===== config.mk =====
export PLATFORM = sky130hd
export DESIGN_NAME = bcd_serial_add_ctrl
export DESIGN_NICKNAME = d
export VERILOG_FILES = /design/src/rtl/bcd_serial_add_ctrl.sv
export SDC_FILE = /design/constraint.sdc
export NUM_CORES = 1
export LEC_CHECK = 0
export CORE_UTILIZATION = 44
export CTS_CLUSTER_DIAMETER = 100
export CTS_CLUSTER_SIZE = 20
export DETAILED_ROUTE_END_ITERATION = 6
export PLACE_DENSITY = 0.82
export SYNTH_ARGS = -nofsm -noshare
export SYNTH_HDL_FRONTEND = slang
export SYNTH_SLANG_ARGS = --single-unit

===== constraint.sdc =====
create_clock -name clk -period 3.5 [get_ports clk]
set_input_delay 0.7 -clock clk [delete_from_list [all_inputs] [get_ports clk]]
set_output_delay 0.7 -clock clk [all_outputs]
set_load 0.01 [all_outputs]

===== src/rtl/bcd_serial_add_ctrl.sv =====
// Multi-digit packed-BCD adder that reuses one single-digit BCD stage, LSD first.
// Optional BCD_SUBTRACT_EN adds a sub port for ten's-complement subtraction.
module bcd_serial_add_ctrl #(
  parameter int DIGITS = 4
) (
  input  logic                  clk,
  input  logic                  rst,
  input  logic                  start,
  input  logic [4*DIGITS-1:0]   a,
  input  logic [4*DIGITS-1:0]   b,
  input  logic                  cin,
`ifdef BCD_SUBTRACT_EN
  input  logic                  sub,
`endif
  output logic                  busy,
  output logic                  done,
  output logic [4*DIGITS-1:0]   sum,
  output logic                  cout,
  output logic                  invalid
);

  localparam int IW = (DIGITS > 1) ? $clog2(DIGITS) : 1;
  localparam logic [IW-1:0] LAST = IW'(DIGITS - 1);

  typedef enum logic [1:0] {IDLE, ADD, DONE} state_t;

  state_t              state, state_n;
  logic [4*DIGITS-1:0] a_r, b_r;
  logic [4*DIGITS-1:0] b_load;
  logic                c_load;
  logic [IW-1:0]       idx;
  logic [IW+1:0]       base;
  logic                carry, carry_n;
  logic [3:0]          a_dig, b_dig, dig;
  logic [4:0]          t;
  logic                bad;
  logic                load, step;

  always_ff @(posedge clk) begin
    if (rst) state <= IDLE;
    else     state <= state_n;
  end

  // NOTE: every signal driven here gets a default first, so no path can infer a latch.
  always_comb begin
    state_n = state;
    busy    = 1'b0;
    done    = 1'b0;
    load    = 1'b0;
    step    = 1'b0;
    case (state)
      IDLE: if (start) begin
        load    = 1'b1;
        state_n = ADD;
      end
      ADD: begin
        busy = 1'b1;
        step = 1'b1;
        if (idx == LAST) state_n = DONE;
      end
      DONE: begin
        busy    = 1'b1;
        done    = 1'b1;
        state_n = IDLE;
      end
      default: state_n = IDLE;
    endcase
  end

  // Operand conditioning at load time; subtraction folds into the same adder.
  always_comb begin
    b_load = b;
    c_load = cin;
`ifdef BCD_SUBTRACT_EN
    if (sub) begin
      for (int i = 0; i < DIGITS; i++)
        b_load[4*i +: 4] = 4'd9 - b[4*i +: 4];
      c_load = 1'b1;
    end
`endif
  end

  // Single-digit BCD stage: binary add, then +6 when the digit overflows decimal.
  always_comb begin
    base  = {idx, 2'b00};
    a_dig = a_r[base +: 4];
    b_dig = b_r[base +: 4];
    t     = {1'b0, a_dig} + {1'b0, b_dig} + {4'b0000, carry};
    bad   = (a_dig > 4'd9) || (b_dig > 4'd9);
    if (t > 5'd9) begin
      dig     = t[3:0] + 4'd6;
      carry_n = 1'b1;
    end else begin
      dig     = t[3:0];
      carry_n = 1'b0;
    end
  end

  // NOTE: sequential state uses non-blocking assignments so every register samples pre-edge values.
  always_ff @(posedge clk) begin
    if (rst) begin
      a_r     <= '0;
      b_r     <= '0;
      sum     <= '0;
      cout    <= 1'b0;
      invalid <= 1'b0;
      carry   <= 1'b0;
      idx     <= '0;
    end else if (load) begin
      a_r     <= a;
      b_r     <= b_load;
      carry   <= c_load;
      sum     <= '0;
      cout    <= 1'b0;
      invalid <= 1'b0;
      idx     <= '0;
    end else if (step) begin
      sum[base +: 4] <= dig;
      carry          <= carry_n;
      invalid        <= invalid | bad;
      if (idx == LAST) cout <= carry_n;
      else             idx  <= idx + IW'(1);
    end
  end

endmodule


* Word-level counts from Yosys, hierarchy flattened
Cells that the tools add are included.
** Word-level totals
- Bits in registers :: 55
- Input port bits :: 36
- Output and inout port bits :: 20
- Word-level logic and storage cells :: 48
** Cells by class
- $add $sub $neg :: 5
- $lt $le $gt $ge :: 3
- Equal/unequal tests :: 5
- Shift operators :: 4
- Muxes and demuxes :: 13
- Bitwise operators :: 2
- Reduce and logical (&&, ||, !) cells :: 8
** Operators by type and width (number)
- indexed part select 16 x 5 -> 4 bit :: 2
- bitwise mux 16 bit :: 1
- variable shift 4 x 6 -> 16 bit, first input constant :: 1
- indexed part select 4 x 6 -> 16 bit :: 1
- > comparator 4 bit, second input constant :: 2
- 2-to-1 mux 1 bit :: 8
- negation 4 -> 6 bit :: 1
- AND reduction 2 bit :: 3
- adder 4 x 4 -> 5 bit :: 1
- adder 5 x 1 -> 5 bit :: 1
- > comparator 5 x 4 -> 1 bit, second input constant :: 1
- adder 4 x 3 -> 4 bit, second input constant :: 1
- equality test 2 bit, second input constant :: 2
- 2-to-1 mux 2 bit :: 2
- 2-to-1 mux 4 bit :: 1
- != test 2 bit, second input constant :: 2
- one-hot mux 2 bit (2 select lines) :: 1
- OR reduction 2 bit :: 2
- adder 2 x 1 -> 2 bit, second input constant :: 1
- equality test 2 x 1 -> 1 bit, second input constant :: 1
- zero test 2 bit :: 1
- nonzero test 2 bit :: 1
- logical OR 1 bit :: 1
- NOT 1 bit :: 1
- bitwise OR 1 bit :: 1

* Longest topological paths before layout
- Depth in word-level cells :: 7
- Depth in mapped cells :: 13
- Mapped depth without buffers :: 11

* Least setup slack after synthesis
Ideal clock, no wire load.
- Path kind :: reg-to-reg
- From :: register idx[0]
- To :: register sum[5]
- Data arrival time :: 3.491 ns
- Data required time :: 3.429 ns
- Slack :: -0.061 ns
- Cell stages (with the launch flop) :: 13
- Clock period less this slack :: 3.561 ns
- Cells stage by stage :: dfxtp_1 > buf_2 > buf_2 > mux4_2 > fa_1 > inv_1 > fa_1 > ha_1 > nand2_1 > a32oi_2 > or3_4 > o32a_1 > a21oi_1
** Between the ends
- Cells in the longest elaborated chain, start to end :: 7
- Elaborated cells between the ends (all ways) :: 11
** Ends and longest elaborated chain
- start, declared :: line 31 : logic [IW-1:0] idx;
- start signal, assigned :: line 122 : else idx <= idx + IW'(1);
- indexed part select 16 x 5 -> 4 bit (on tied branches) :: line 86, 87
- adder 4 x 4 -> 5 bit :: line 88 : t = {1'b0, a_dig} + {1'b0, b_dig} + {4'b0000, carry};
- adder 5 x 1 -> 5 bit :: line 88
- adder 4 x 3 -> 4 bit / > comparator 5 x 4 -> 1 bit (equally long branches) :: line 91, 90
- 2-to-1 mux 4 bit :: line 90 : if (t > 5'd9) begin
- indexed part select 4 x 6 -> 16 bit :: line 118 : sum[base +: 4] <= dig;
- bitwise mux 16 bit (*) :: line 118
- end signal, assigned by index :: line 118
- end, declared :: line 17 : output logic [4*DIGITS-1:0] sum,
Mark *: on every way between the ends. The rest lies on a longest branch, timed or not.
A chain may end at the register's enable or synchronous reset.

* Worst setup path after layout
- From :: register idx[0]
- To :: register sum[6]
Same word-level chain as after synthesis.

==> impl_metrics.csv <==
group,metric,value,unit
global_route,grt_pass1_vias,2358,
layout,area_delta_synth_final,26.8,%
layout,fill_cells,539,
route,ant_nets,0,
synth,netlist_instances,317,
die,die_h,80.5,µm
die,rows,28,
clocking,htree_levels,2,
layout,drive_above_1_share,0.0865,
power,p_int,988,µW
critical_path,critPathCaptureType,"flop",
timing,fmax,0.302,GHz
timing,relSlewSlack,0.430,
route,firstDrtPassIters,4,
critical_path,crit_type,"flop to flop",
power,power_density,425,mW/mm²
hold_path,hold_path.class,"flop to flop",
timing,worst_clock_skew,0.00455,ns
power,p_switching,474,µW
timing,timing.final.crit_share,0.947,
clocking,cts_tree,"yes",
route,drc,0,
critical_path,critPathArrivalTime,3.56,ns
critical_path,r2r_slack,0.19,ns
layout,n_antenna_cell,0,
timing,whs,0.458,ns
timing,hold_viol_final,0,
global_route,grt_pass1_wl,10500,µm
hold_path,min_to,"a_r[1]",
synth,synth_edf_count,0,
global_route,grt_use_total,0.209,
timing,setup_viol,0,
die,dieArea,0.00649,mm²
global_route,overflow,0,
hold_path,holdCritStartpoint,"a_r[1]",
power,switching_share,0.324,
synth,yosys_warnings,0,
die,start_util,0.458,
synth,synth-seq-area-share,0.406,
synth,ys_seq_elements,55,
critical_path,worstPathRequired,3.75,ns
route,drt-initial-drc-count,139,
power,vdd.ir_drop.worst,266,µV
power,seq_power_share,0.467,
timing,fin_tns_setup,0,ns
power,p_comb_frac,0.284,
critical_path,critPathLaunchType,"flop",
route,vias,2447,
synth,synth_cell_type_count,40,
synth,mappedNetlistNets,370,
critical_path,r2r-end,"sum[6]",
power,cellLeakagePower,1.25,nW
clocking,cts_num_sinks,55,
global_route,antenna_found_initial,0,
route,wl_per_cell,14.0,µm
critical_path,crit_path_max_fanout,5,
placed_design,place_congestion,0.879,
layout,mostFrequentLayoutCells,"79 x nand2_1, 55 x dfxtp_1, 55 x clkdlybuf4s50_1",
clocking,path_clk_slew,0.10,ns
clocking,cts_buffers,5,
timing,finalCriticalPeriod,3.31,ns
placed_design,portBuffers,55,
route,wl,6240,µm
clocking,clock_path_buffers,2,
die,die_w,80.5,µm
timing,rsz0062_at_grt,"false",
clocking,cts_resized,0,
critical_path,timing.rr.start,"idx[0]",
critical_path,r2r_cells,10,
placed_design,place.detailed.hpwl,4610,µm
layout,finish.utilization,0.581,
route,via_per_inst,5.50,
synth,synthArstFlopShare,0,
timing,drv_slew,0,
run,drv_cap,0,
layout,fin_nets,422,
synth,syn_avg_cell_area,8.56,µm²
synth,netlist_area,0.00271,mm²
die,io_pins,56,
outcome,status,"completed",
die,core,0.00592,mm²
clocking,post_cts_buffers,0,
synth,synthFlopType,"dfxtp_1",
global_route,grt_max_degree,37,
layout,layout_commonest_cell,"nand2_1",
clocking,cts_root_buf,"clkbuf_8",
clocking,clk_latency,0.31,ns
clocking,ctsHoldBuffers,0,
power,p_clk_frac,0.249,
hold_path,whs_path_depth,2,
timing,tightest_slew,0.851,ns
-- flip-flops by register name, summed over array words and instances, names as in the netlist --
signal / flops
a_r: 16
b_r: 16
sum: 16
idx: 2
state: 2
carry: 1
cout: 1
invalid: 1
-- final cells by class --
class	count	area, µm²	share of cell area
Clock buffer	5	68.8	0.0200
Clock inverter	3	23.8	0.00691
Timing Repair Buffer	63	611	0.177
Inverter	9	33.8	0.00982
Multi-Input combinational cell	235	1510	0.439
Sequential cell	55	1100	0.320
Tap cell	75	93.8	0.0273
-- logic make-up (layout without fill, tap and decap cells) --
kind of cell / after synthesis / in the layout / synth area share
simple gates: 131 / 131 / 0.219
flops: 55 / 55 / 0.406
buf+inv: 27 / 80 / 0.0383
compound gates: 76 / 76 / 0.174
fa+ha+maj: 17 / 17 / 0.0839
xor+xnor: 2 / 2 / 0.00922
mux: 9 / 9 / 0.0705
-- power groups by stage --
stage / clock network (mW) / logic [mW] / registers, mW
3_3_place_gp: 0 / 0.396 / 0.696
3_5_place_dp: 0 / 0.411 / 0.697
5_1_grt: 0.396 / 0.454 / 0.687
4_1_cts: 0.375 / 0.414 / 0.683
2_1_floorplan: 0 / 0.280 / 0.691
6_report: 0.364 / 0.415 / 0.683
-- metal layers --
layer  global-route usage  up-vias  routed length [µm]
met3               0.0432        8                 296
li1                     -     1220                   -
met4               0.0946        0                  77
met5                    0        -                   0
met1                0.254     1148                2750
met2                0.353       71                3120
-- stage by stage --
step	setup slack (ns)	power, mW	area, µm²	std cells
global placement	0.367	1.09	3350	437
detailed placement	0.191	1.11	3350	437
floorplan	0.0482	0.971	2720	317
global route	0.0179	1.54	3440	445
CTS	0.148	1.47	3440	445
finish	0.186	1.46	3440	445
-- critical path, stage by stage (launching register included) --
cell,delay (ns)
dfxtp_1,0.43
mux4_2,0.55
fa_1,0.43
inv_1,0.09
fa_1,0.24
xor2_2,0.26
ha_1,0.26
a32oi_2,0.10
a311oi_2,0.34
mux2_2,0.43
o21ai_1,0.13
-- Yosys cell counts (all sizes together), types with 2 or more instances --
cell    instances  area (µm²)
a21o            2        15.0
a21oi          41         205
a222oi          4        40.0
a22oi           4        30.0
a311oi          2        23.8
and3            2        12.5
and4            2        17.5
buf             2        10.0
clkbuf         16        60.1
dfxtp          55        1100
fa              2        40.0
ha             15         188
inv             9        33.8
mux4            8         180
nand2          79         297
nand3          12        60.1
nand4           2        12.5
nor2           16        60.1
nor2b           5        31.3
nor4            4        25.0
o21ai          14        70.1
o32a            4        40.0
or3             2        22.5
-- worst max-delay path by stage --
stage / startpoint / endpoint / slack, ns
detailed placement: idx[0] / sum[6] / 0.19
global route: idx[0] / sum[2] / 0.02
finish: idx[0] / sum[6] / 0.19
global placement: idx[0] / sum[6] / 0.37
floorplan: idx[0] / sum[5] / 0.05
CTS: idx[0] / sum[6] / 0.15
No activity file was read; power rests on OpenSTA's default activity.
